## src/rtl/fetch_unit.sv

```systemverilog
// Instruction fetch stage with IF/ID pipeline register and variable-latency imem handshake.
// Latency: zero-wait memory word requested in cycle t is on instrD in cycle t+1; 1 instr/cycle.
// Backpressure: stallD parks an acked word in a hold buffer; an unacked fetch raises fetch_stall.
module fetch_unit #(
    parameter logic [31:0] RESET_PC       = 32'h0000_3000,
    parameter logic [31:0] NOP_INSTR      = 32'h0000_0000,
    parameter logic [31:0] STALL_CNT_INIT = 32'h0000_0000
) (
    input  logic        clk,
    input  logic        rst,
    input  logic [31:0] npc,
    input  logic        stallD,
    input  logic        flushD,
    output logic        imem_req,
    output logic [31:0] imem_addr,
    input  logic        imem_ack,
    input  logic [31:0] imem_rdata,
    output logic [31:0] pcF,
    output logic [31:0] instrD,
    output logic [31:0] pcD,
    output logic        validD,
    output logic        fetch_stall,
    output logic [31:0] stall_cnt
);

    typedef enum logic {
        FETCH = 1'b0,
        HOLD  = 1'b1
    } state_t;

    // IF/ID pipeline register contents
    typedef struct packed {
        logic [31:0] pc;
        logic [31:0] instr;
        logic        valid;
    } ifid_t;

    localparam logic [31:0] CNT_MAX = 32'hFFFF_FFFF;

    state_t      state;
    logic [31:0] pcReg;
    logic [31:0] holdBuf;
    logic [31:0] stallCnt;
    ifid_t       ifid;

    logic        inFetch;
    logic        ackSeen;
    logic        advance;
    logic [31:0] word;

    // A request is outstanding only in FETCH and never while reset is applied;
    // an ack seen during reset belongs to a discarded request.
    assign inFetch  = (state == FETCH);
    assign ackSeen  = inFetch & imem_ack & ~rst;

    // The pipeline moves when a word is available (fresh ack or held) and decode is free.
    assign advance  = ~rst & ~stallD & (ackSeen | (state == HOLD));
    assign word     = (state == HOLD) ? holdBuf : imem_rdata;

    assign imem_req    = inFetch & ~rst;
    assign imem_addr   = pcReg;
    assign pcF         = pcReg;
    assign fetch_stall = inFetch & ~imem_ack & ~rst;

    assign instrD = ifid.instr;
    assign pcD    = ifid.pc;
    assign validD = ifid.valid;

    // Fetch FSM, PC, hold buffer and IF/ID register; npc is only sampled on an advance
    // so a branch resolved under stallD redirects exactly once.
    always_ff @(posedge clk) begin
        if (rst) begin
            state      <= FETCH;
            pcReg      <= RESET_PC;
            holdBuf    <= NOP_INSTR;
            ifid.pc    <= 32'h0;
            ifid.instr <= NOP_INSTR;
            ifid.valid <= 1'b0;
        end else begin
            if (advance) begin
                ifid.pc    <= pcReg;
                ifid.instr <= flushD ? NOP_INSTR : word;
                ifid.valid <= ~flushD;
                pcReg      <= npc;
                state      <= FETCH;
            end else if (ackSeen && stallD) begin
                // Decode cannot take the word yet: park it instead of re-fetching.
                holdBuf <= imem_rdata;
                state   <= HOLD;
            end
        end
    end

    // Saturating count of cycles spent waiting on instruction memory
    always_ff @(posedge clk) begin
        if (rst) begin
            stallCnt <= STALL_CNT_INIT;
        end else if (fetch_stall && (stallCnt != CNT_MAX)) begin
            stallCnt <= stallCnt + 32'd1;
        end
    end

    assign stall_cnt = stallCnt;

endmodule

```

## config.mk

```make
export PLATFORM = sky130hd
export DESIGN_NAME = fetch_unit
export DESIGN_NICKNAME = d
export VERILOG_FILES = /design/src/rtl/fetch_unit.sv
export SDC_FILE = /design/constraint.sdc
export NUM_CORES = 1
export LEC_CHECK = 0
export ABC_AREA = 1
export ABC_CLOCK_PERIOD_IN_PS = 4200
export CORE_MARGIN = 2
export CORE_UTILIZATION = 50
export CTS_CLUSTER_SIZE = 10
export DETAILED_ROUTE_END_ITERATION = 8
export PLACE_DENSITY = 0.91
export REMOVE_ABC_BUFFERS = 1
export SLEW_MARGIN = 20
export SYNTH_ARGS = -nofsm -noshare
export SYNTH_HDL_FRONTEND = slang
export SYNTH_SLANG_ARGS = --single-unit
```

## constraint.sdc

```tcl
create_clock -name clk -period 4.2 [get_ports clk]
set_input_delay 0.84 -clock clk [delete_from_list [all_inputs] [get_ports clk]]
set_output_delay 0.84 -clock clk [all_outputs]
set_load 0.05 [all_outputs]
```

==> load_flow_metrics.sql, run 1 <==
INSERT INTO impl_metrics (metric_group, metric, value, unit) VALUES
('outcome', 'outcome', 'finished clean', ''),
('clocking', 'tritoncts', 'yes', ''),
('pwr', 'switching_power', '0.9748', 'mW'),
('pwr', 'power.sequential.fraction', '45.3', '%'),
('finish', 'post_layout_net_count', '1215', ''),
('yosys', 'synth_enable_flop_cells', '0', ''),
('detailed_routing', 'via_per_inst', '5.143', ''),
('sta', 'grt_setup_unrepaired', 'no', ''),
('yosys', 'postSynthCellCount', '974', ''),
('yosys', 'yosys_warnings', '0', ''),
('finish', 'final_area', '9647', 'µm²'),
('yosys', 'synth.cells.most_frequent', 'sky130_fd_sc_hd__nand2_1 (207), sky130_fd_sc_hd__dfxtp_1 (162), sky130_fd_sc_hd__o21ai_0 (120), sky130_fd_sc_hd__a21oi_1 (109), sky130_fd_sc_hd__inv_1 (102)', ''),
('hold_path', 'timing.hold.worst_path_depth', '2', ''),
('yosys', 'async_reset_ff_share', '0', '%'),
('die', 'top_level_i_o_count', '232', ''),
('placed_design', 'detailed_place.area', '9092', 'µm²'),
('yosys', 'synth_seq_cells', '162', ''),
('clocking', 'post_cts_resize_count', '0', ''),
('worst_setup_path', 'timing.setup.critical_path_class', 'input port to output pin', ''),
('sta', 'timing_worst_slew_pin_value', '837.9', 'ps'),
('yosys', 'synth_top_area_share', '46.11', '%'),
('yosys', 'synth_area_leader_cell', 'sky130_fd_sc_hd__dfxtp_1', ''),
('yosys', 'syn-mean-instance-area', '7.221', 'µm²'),
('pwr', 'power_report.internal_total', '2.611', 'mW'),
('worst_setup_path', 'worstSetupEndpointType', 'output pin', ''),
('yosys', 'synth.top_cells.by_area', 'sky130_fd_sc_hd__dfxtp_1 (46%), sky130_fd_sc_hd__nand2_1 (11%), sky130_fd_sc_hd__o21ai_0 (8.5%)', ''),
('pwr', 'combPwrFrac', '14.7', '%'),
('global_route', 'grt_antenna_before_repair', '0', ''),
('finish', 'finish.utilization', '69.77', '%'),
('sta', 'timing.final.setup_violations', '0', ''),
('clocking', 'clockBufferDepth', '2', ''),
('pwr', 'cellLeakagePower', '3.654', 'nW'),
('die', 'core.rowCount', '43', ''),
('placed_design', 'place_ws', '827.2', 'ps'),
('die', 'chipWidth', '122.6', 'µm'),
('global_route', 'global_route.overflow_total', '0', ''),
('global_route', 'global_route_wire_length_before_repair', '30020', 'µm'),
('detailed_routing', 'drtAntennaViolNets', '0', ''),
('sta', 'fmax_achieved', '0.2940', 'GHz'),
('placed_design', 'dpl.hpwl', '12830', 'µm'),
('worst_setup_path', 'worst-r2r-cell-count', '7', ''),
('global_route', 'grtUsageTotal', '24.97', '%'),
('clocking', 'cts_inserted_buffers', '17', ''),
('finish', 'drive_above_1_share', '5.095', '%'),
('detailed_routing', 'drt_wl_total', '18910', 'µm'),
('clocking', 'worst_setup_hold_path_clk_slew', '60', 'ps'),
('job', 'max_cap_viol', '0', ''),
('finish', 'insertedDiodeCount', '0', ''),
('detailed_routing', 'via_count', '6881', ''),
('yosys', 'synth.cell_area', '7033', 'µm²'),
('clocking', 'cts.htree.levels', '4', ''),
('pwr', 'power_frac_clock', '39.9', '%'),
('sta', 'post-route-worst-setup-slack', '798.5', 'ps'),
('clocking', 'cts_sinks', '162', ''),
('pwr', 'peakVddDrop', '0.3086', 'mV'),
('detailed_routing', 'wire_per_inst', '14.14', 'µm'),
('sta', 'timing.max_slew.rel_slack', '43.80', '%'),
('clocking', 'post_cts.repair.setup_buffers', '0', ''),
('die', 'die_height', '122.6', 'µm'),
('die', 'placeableCoreArea', '13830', 'µm²'),
('clocking', 'cts_hold_repair.buffers', '0', ''),
('placed_design', 'port_buffers', '231', ''),
('finish', 'area_growth', '37.16', '%'),
('die', 'die-area', '15030', 'µm²'),
('sta', 'report.final.slew_viol_count', '0', ''),
('global_route', 'number_of_global_route_vias_before_repair', '6440', ''),
('yosys', 'yosysMostFrequentCell', 'sky130_fd_sc_hd__nand2_1', ''),
('yosys', 'synthDistinctLibCells', '27', ''),
('worst_setup_path', 'startpoint_type', 'input port', ''),
('worst_setup_path', 'endpoint_required_time_on_the_critical_path', '3360', 'ps'),
('sta', 'post-route-min-period', '3402', 'ps');
==> cell usage in the layout, fill, tap and decap left out, types with 2 or more instances in the layout <==
cell type	instances
sky130_fd_sc_hd__clkbuf_8	5
sky130_fd_sc_hd__nand3b_1	2
sky130_fd_sc_hd__buf_4	7
sky130_fd_sc_hd__clkbuf_16	17
sky130_fd_sc_hd__dfxtp_1	161
sky130_fd_sc_hd__a21oi_1	109
sky130_fd_sc_hd__nand4_1	5
sky130_fd_sc_hd__nor3_1	3
sky130_fd_sc_hd__nor2_1	77
sky130_fd_sc_hd__nor2_4	6
sky130_fd_sc_hd__clkinv_2	5
sky130_fd_sc_hd__nand2_4	2
sky130_fd_sc_hd__clkinv_1	2
sky130_fd_sc_hd__nand3_1	68
sky130_fd_sc_hd__o21ai_0	120
sky130_fd_sc_hd__nor2_2	5
sky130_fd_sc_hd__clkinvlp_4	2
sky130_fd_sc_hd__clkbuf_1	2
sky130_fd_sc_hd__inv_1	102
sky130_fd_sc_hd__clkinv_4	2
sky130_fd_sc_hd__o21ai_1	9
sky130_fd_sc_hd__clkdlybuf4s50_1	230
sky130_fd_sc_hd__nand2_1	207
==> power by group through the flow <==
stage	Combinational, mW	Clock, mW	Sequential, mW
2_1_floorplan	0.114	0	1.85
4_1_cts	0.531	1.45	1.62
5_1_grt	0.563	1.53	1.63
3_3_place_gp	0.520	0	1.65
6_report	0.528	1.43	1.63
3_5_place_dp	0.528	0	1.66
==> per-layer routing <==
metal	wire length [µm]	share of wire (%)	vias up	GRT usage [%]
met4	486	2.6	0	9.914
li1	-	-	3434	-
met2	9299	49	281	41.77
met5	0	0	-	0
met1	7853	42	3121	30.55
met3	1276	6.7	45	6.645
==> metrics by stage <==
stage / power (mW) / std cells / hold slack, ps
after CTS: 3.609 / 1338 / 466.2
final: 3.586 / 1338 / 465.6
after global routing: 3.723 / 1338 / 480.7
after detailed placement: 2.185 / 1306 / 454.7
after global placement: 2.174 / 1306 / 451.7
after floorplan: 1.961 / 887 / 504.3
==> final cells by class <==
class	count	area, µm²
inverter	106	401.6
sequential	162	3244
timing repair buffer	239	2380
clock inverter	8	52.55
clock buffer	24	501.7
multi-input combinational	619	2841
fill	1097	4180
tap	180	225.2
==> cells by family after synthesis <==
kind of cell	after synthesis	share of synthesized area, %
AND/OR/NAND/NOR	378	23.07
AO/OA/AOI/OAI	240	17.15
buffers and inverters	193	13.49
flip-flops	162	46.11
adder cells (fa/ha/maj)	1	0.1779
==> critical path: stages <==
cell and delay [ps]:
sky130_fd_sc_hd__clkdlybuf4s50_1 450, sky130_fd_sc_hd__inv_1 120, sky130_fd_sc_hd__nand2_4 100, sky130_fd_sc_hd__clkinv_1 70, sky130_fd_sc_hd__buf_4 170, sky130_fd_sc_hd__clkdlybuf4s50_1 810
==> path summary, 6_finish.rpt <==
| kind | from | to | slack, ps |
|---|---|---|---|
| hold reg to reg | instrD[28] | instrD[28] | 470 |
| hold / removal | instrD[28] | instrD[28] | 470 |
| setup reg to reg | state | instrD[18] | 1630 |
| setup / recovery | imem_ack | fetch_stall | 800 |
==> state kept, by name, summed over array words and instances, names as in the netlist <==
name,count
validD,1
instrD,32
stall_cnt,32
imem_addr,32
state,1
pcD,32
holdBuf,32
Note: power is estimated with default switching activity, not from simulation.
==> inputs of run 2 (changes only) <==
--- a/config.mk
+++ b/config.mk
@@ -6,12 +6,12 @@
 export NUM_CORES = 1
 export LEC_CHECK = 0
 export ABC_AREA = 1
-export ABC_CLOCK_PERIOD_IN_PS = 4200
+export ABC_CLOCK_PERIOD_IN_PS = 2990
 export CORE_MARGIN = 2
-export CORE_UTILIZATION = 50
+export CORE_UTILIZATION = 42
 export CTS_CLUSTER_SIZE = 10
 export DETAILED_ROUTE_END_ITERATION = 8
-export PLACE_DENSITY = 0.91
+export PLACE_DENSITY = 0.82
 export REMOVE_ABC_BUFFERS = 1
 export SLEW_MARGIN = 20
 export SYNTH_ARGS = -nofsm -noshare
==> constraint.sdc (replaced) <==
create_clock -name clk -period 2.99 [get_ports clk]
set_input_delay 0.598 -clock clk [delete_from_list [all_inputs] [get_ports clk]]
set_output_delay 0.598 -clock clk [all_outputs]
set_load 0.05 [all_outputs]
==> run 2 against run 1 <==
  * Flip-flop and latch count unchanged
  * Total power up 42%
  * Sequential share of layout area is 0.22 points lower
  * Combinational power grew 41%
  * Final cell count up 2.8%
  * Design area rose by 0.65%
  * Die area up 18%
  * Global-route usage is 4.5 points lower
  * Setup slack got worse by 340 ps
  * Critical endpoint unchanged
  * Largest cell class unchanged
==> load_flow_metrics.sql, run 2 (synthesized netlist as in run 1, its figures left out) <==
INSERT INTO impl_metrics (metric_group, metric, value, unit) VALUES
('placed_design', 'detailed_place.area', '9150', 'µm²'),
('sta', 'report.final.slew_viol_count', '0', ''),
('finish', 'register_area', '3244', 'µm²'),
('sta', 'timing.final.setup_violations', '0', ''),
('worst_setup_path', 'critPathLaunch', 'imem_ack', ''),
('die', 'core.rowCount', '47', ''),
('die', 'initial_core_util', '42.71', '%'),
('sta', 'whs', '463.7', 'ps'),
('placed_design', 'gp_congestion', '0.8604', ''),
('finish', 'area_growth', '38.05', '%'),
('clocking', 'cts_hold_repair.buffers', '0', ''),
('sta', 'timing.max_slew.rel_slack', '60.53', '%'),
('finish', 'mostFrequentLayoutCell', 'sky130_fd_sc_hd__clkdlybuf4s50_1', ''),
('clocking', 'tritoncts', 'yes', ''),
('clocking', 'clk_latency', '420', 'ps'),
('placed_design', 'dpl.hpwl', '12530', 'µm'),
('clocking', 'cts_sinks', '162', ''),
('sta', 'final.period_utilization', '84.53', '%'),
('worst_setup_path', 'worstSetupEndpointType', 'output pin', ''),
('detailed_routing', 'wire_per_inst', '13.20', 'µm'),
('pwr', 'total_power', '5.081', 'mW'),
('global_route', 'grt_antenna_before_repair', '0', ''),
('worst_setup_path', 'cp_data_arrival_time', '1930', 'ps'),
('hold_path', 'min-delay-start', 'instrD[19]', ''),
('hold_path', 'timing.hold.worst.class', 'flip-flop to flip-flop', ''),
('sta', 'timing_worst_slew_pin_value', '592.0', 'ps'),
('global_route', 'global_route_wire_length_before_repair', '29630', 'µm'),
('worst_setup_path', 'timing.setup.critical_path_class', 'input port to output pin', ''),
('finish', 'final_area', '9709', 'µm²'),
('sta', 'timing_hold_violations_final', '0', ''),
('die', 'die-area', '17800', 'µm²'),
('clocking', 'post_cts.repair.setup_buffers', '0', ''),
('finish', 'post_layout_net_count', '1215', ''),
('detailed_routing', 'drt_wl_total', '18160', 'µm'),
('finish', 'finish.utilization', '58.97', '%'),
('finish', 'layout.filler_cells', '1497', ''),
('worst_setup_path', 'endpoint_required_time_on_the_critical_path', '2390', 'ps'),
('sta', 'post-route-min-period', '2527', 'ps'),
('clocking', 'clockBufferDepth', '2', ''),
('pwr', 'peakVddDrop', '0.3776', 'mV'),
('sta', 'skew', '6.872', 'ps'),
('pwr', 'cellLeakagePower', '3.656', 'nW'),
('global_route', 'grtUsageTotal', '20.44', '%'),
('detailed_routing', 'via_per_inst', '4.898', ''),
('sta', 'fmax_achieved', '0.3957', 'GHz'),
('placed_design', 'port_buffers', '231', ''),
('pwr', 'pwr_density_cell', '523.3', 'nW/µm²'),
('worst_setup_path', 'worstReg2RegStart', 'stall_cnt[0]', ''),
('finish', 'drive_above_1_share', '5.277', '%'),
('sta', 'grt_setup_unrepaired', 'no', ''),
('die', 'die_height', '133.4', 'µm'),
('clocking', 'clock_tree.root_cell', 'sky130_fd_sc_hd__clkbuf_16', ''),
('job', 'max_cap_viol', '0', ''),
('clocking', 'post_cts_resize_count', '0', ''),
('finish', 'insertedDiodeCount', '0', ''),
('die', 'chipWidth', '133.4', 'µm'),
('worst_setup_path', 'startpoint_type', 'input port', ''),
('global_route', 'global_route.overflow_total', '0', ''),
('global_route', 'maximum_number_of_pins_on_one_net_before_global_route_repair', '128', ''),
('clocking', 'cts_inserted_buffers', '17', ''),
('detailed_routing', 'via_count', '6740', ''),
('finish', 'multi_input_logic_area', '2841', 'µm²'),
('clocking', 'cts.htree.levels', '4', ''),
('detailed_routing', 'drtAntennaViolNets', '0', ''),
('detailed_routing', 'drt_pass1_iterations', '5', ''),
('outcome', 'outcome', 'finished clean', ''),
('global_route', 'number_of_global_route_vias_before_repair', '6123', ''),
('die', 'top_level_i_o_count', '232', ''),
('finish', 'mostFrequentLayoutCells', 'sky130_fd_sc_hd__clkdlybuf4s50_1 (228), sky130_fd_sc_hd__nand2_1 (207), sky130_fd_sc_hd__dfxtp_1 (161)', ''),
('detailed_routing', 'drc_errors', '0', ''),
('worst_setup_path', 'crit_fanout', '10', ''),
('sta', 'fin_setup_tns', '0', 'ps'),
('clocking', 'worst_setup_hold_path_clk_slew', '60', 'ps'),
('detailed_routing', '1st_iter_drt_viols', '515', ''),
('die', 'placeableCoreArea', '16470', 'µm²');
[run 2: changes by cell type in the layout (fill, tap and decap cells not counted), moves of 2 or more]
cell,change
sky130_fd_sc_hd__clkbuf_1,-2
sky130_fd_sc_hd__clkbuf_8,-3
sky130_fd_sc_hd__clkdlybuf4s50_1,-2
sky130_fd_sc_hd__clkinv_2,-2
sky130_fd_sc_hd__inv_6,+2
[run 2: stage by stage]
step / setup slack [ps] / std cells
floorplan: -410.5 / 887
global placement: 486.1 / 1346
detailed placement: 413.9 / 1346
CTS: 478.6 / 1376
global route: 395.5 / 1376
finish: 462.6 / 1376
[run 2: layout make-up]
cell class	instances	share of cell area, %
Tap cell	220	2.835
Inverter	106	4.137
Multi-Input combinational cell	619	29.27
Sequential cell	162	33.41
Clock buffer	19	4.665
Clock inverter	11	1.095
Timing Repair Buffer	239	24.59
[run 2: power breakdown]
part	leakage [nW]	switching [mW]	internal, mW
sequential	1.32	0.0480	2.23
clock	0.268	0.873	1.19
combinational	2.07	0.477	0.265
total	3.66	1.40	3.68
[run 2: path summary, 6_finish.rpt]
check                           slack [ps]  depth (start not counted)            end
worst min register to register         460                          2     instrD[19]
worst max-delay path                   460                          5    fetch_stall
worst min-delay path                   460                          2     instrD[19]
worst max register to register         980                         10  stall_cnt[26]
[run 2: critical path: stages]
cell and delay [ps]:
sky130_fd_sc_hd__clkdlybuf4s50_1 510, sky130_fd_sc_hd__inv_1 80, sky130_fd_sc_hd__nand2_4 130, sky130_fd_sc_hd__clkinv_1 300, sky130_fd_sc_hd__buf_4 310
[run 2: routing by layer]
layer / wire length [µm] / GRT usage, % / part of all wire, %
met1: 7919 / 26.60 / 44
met2: 8824 / 33.51 / 49
met3: 1131 / 4.566 / 6.2
met4: 287 / 7.210 / 1.6
met5: 0 / 0 / 0
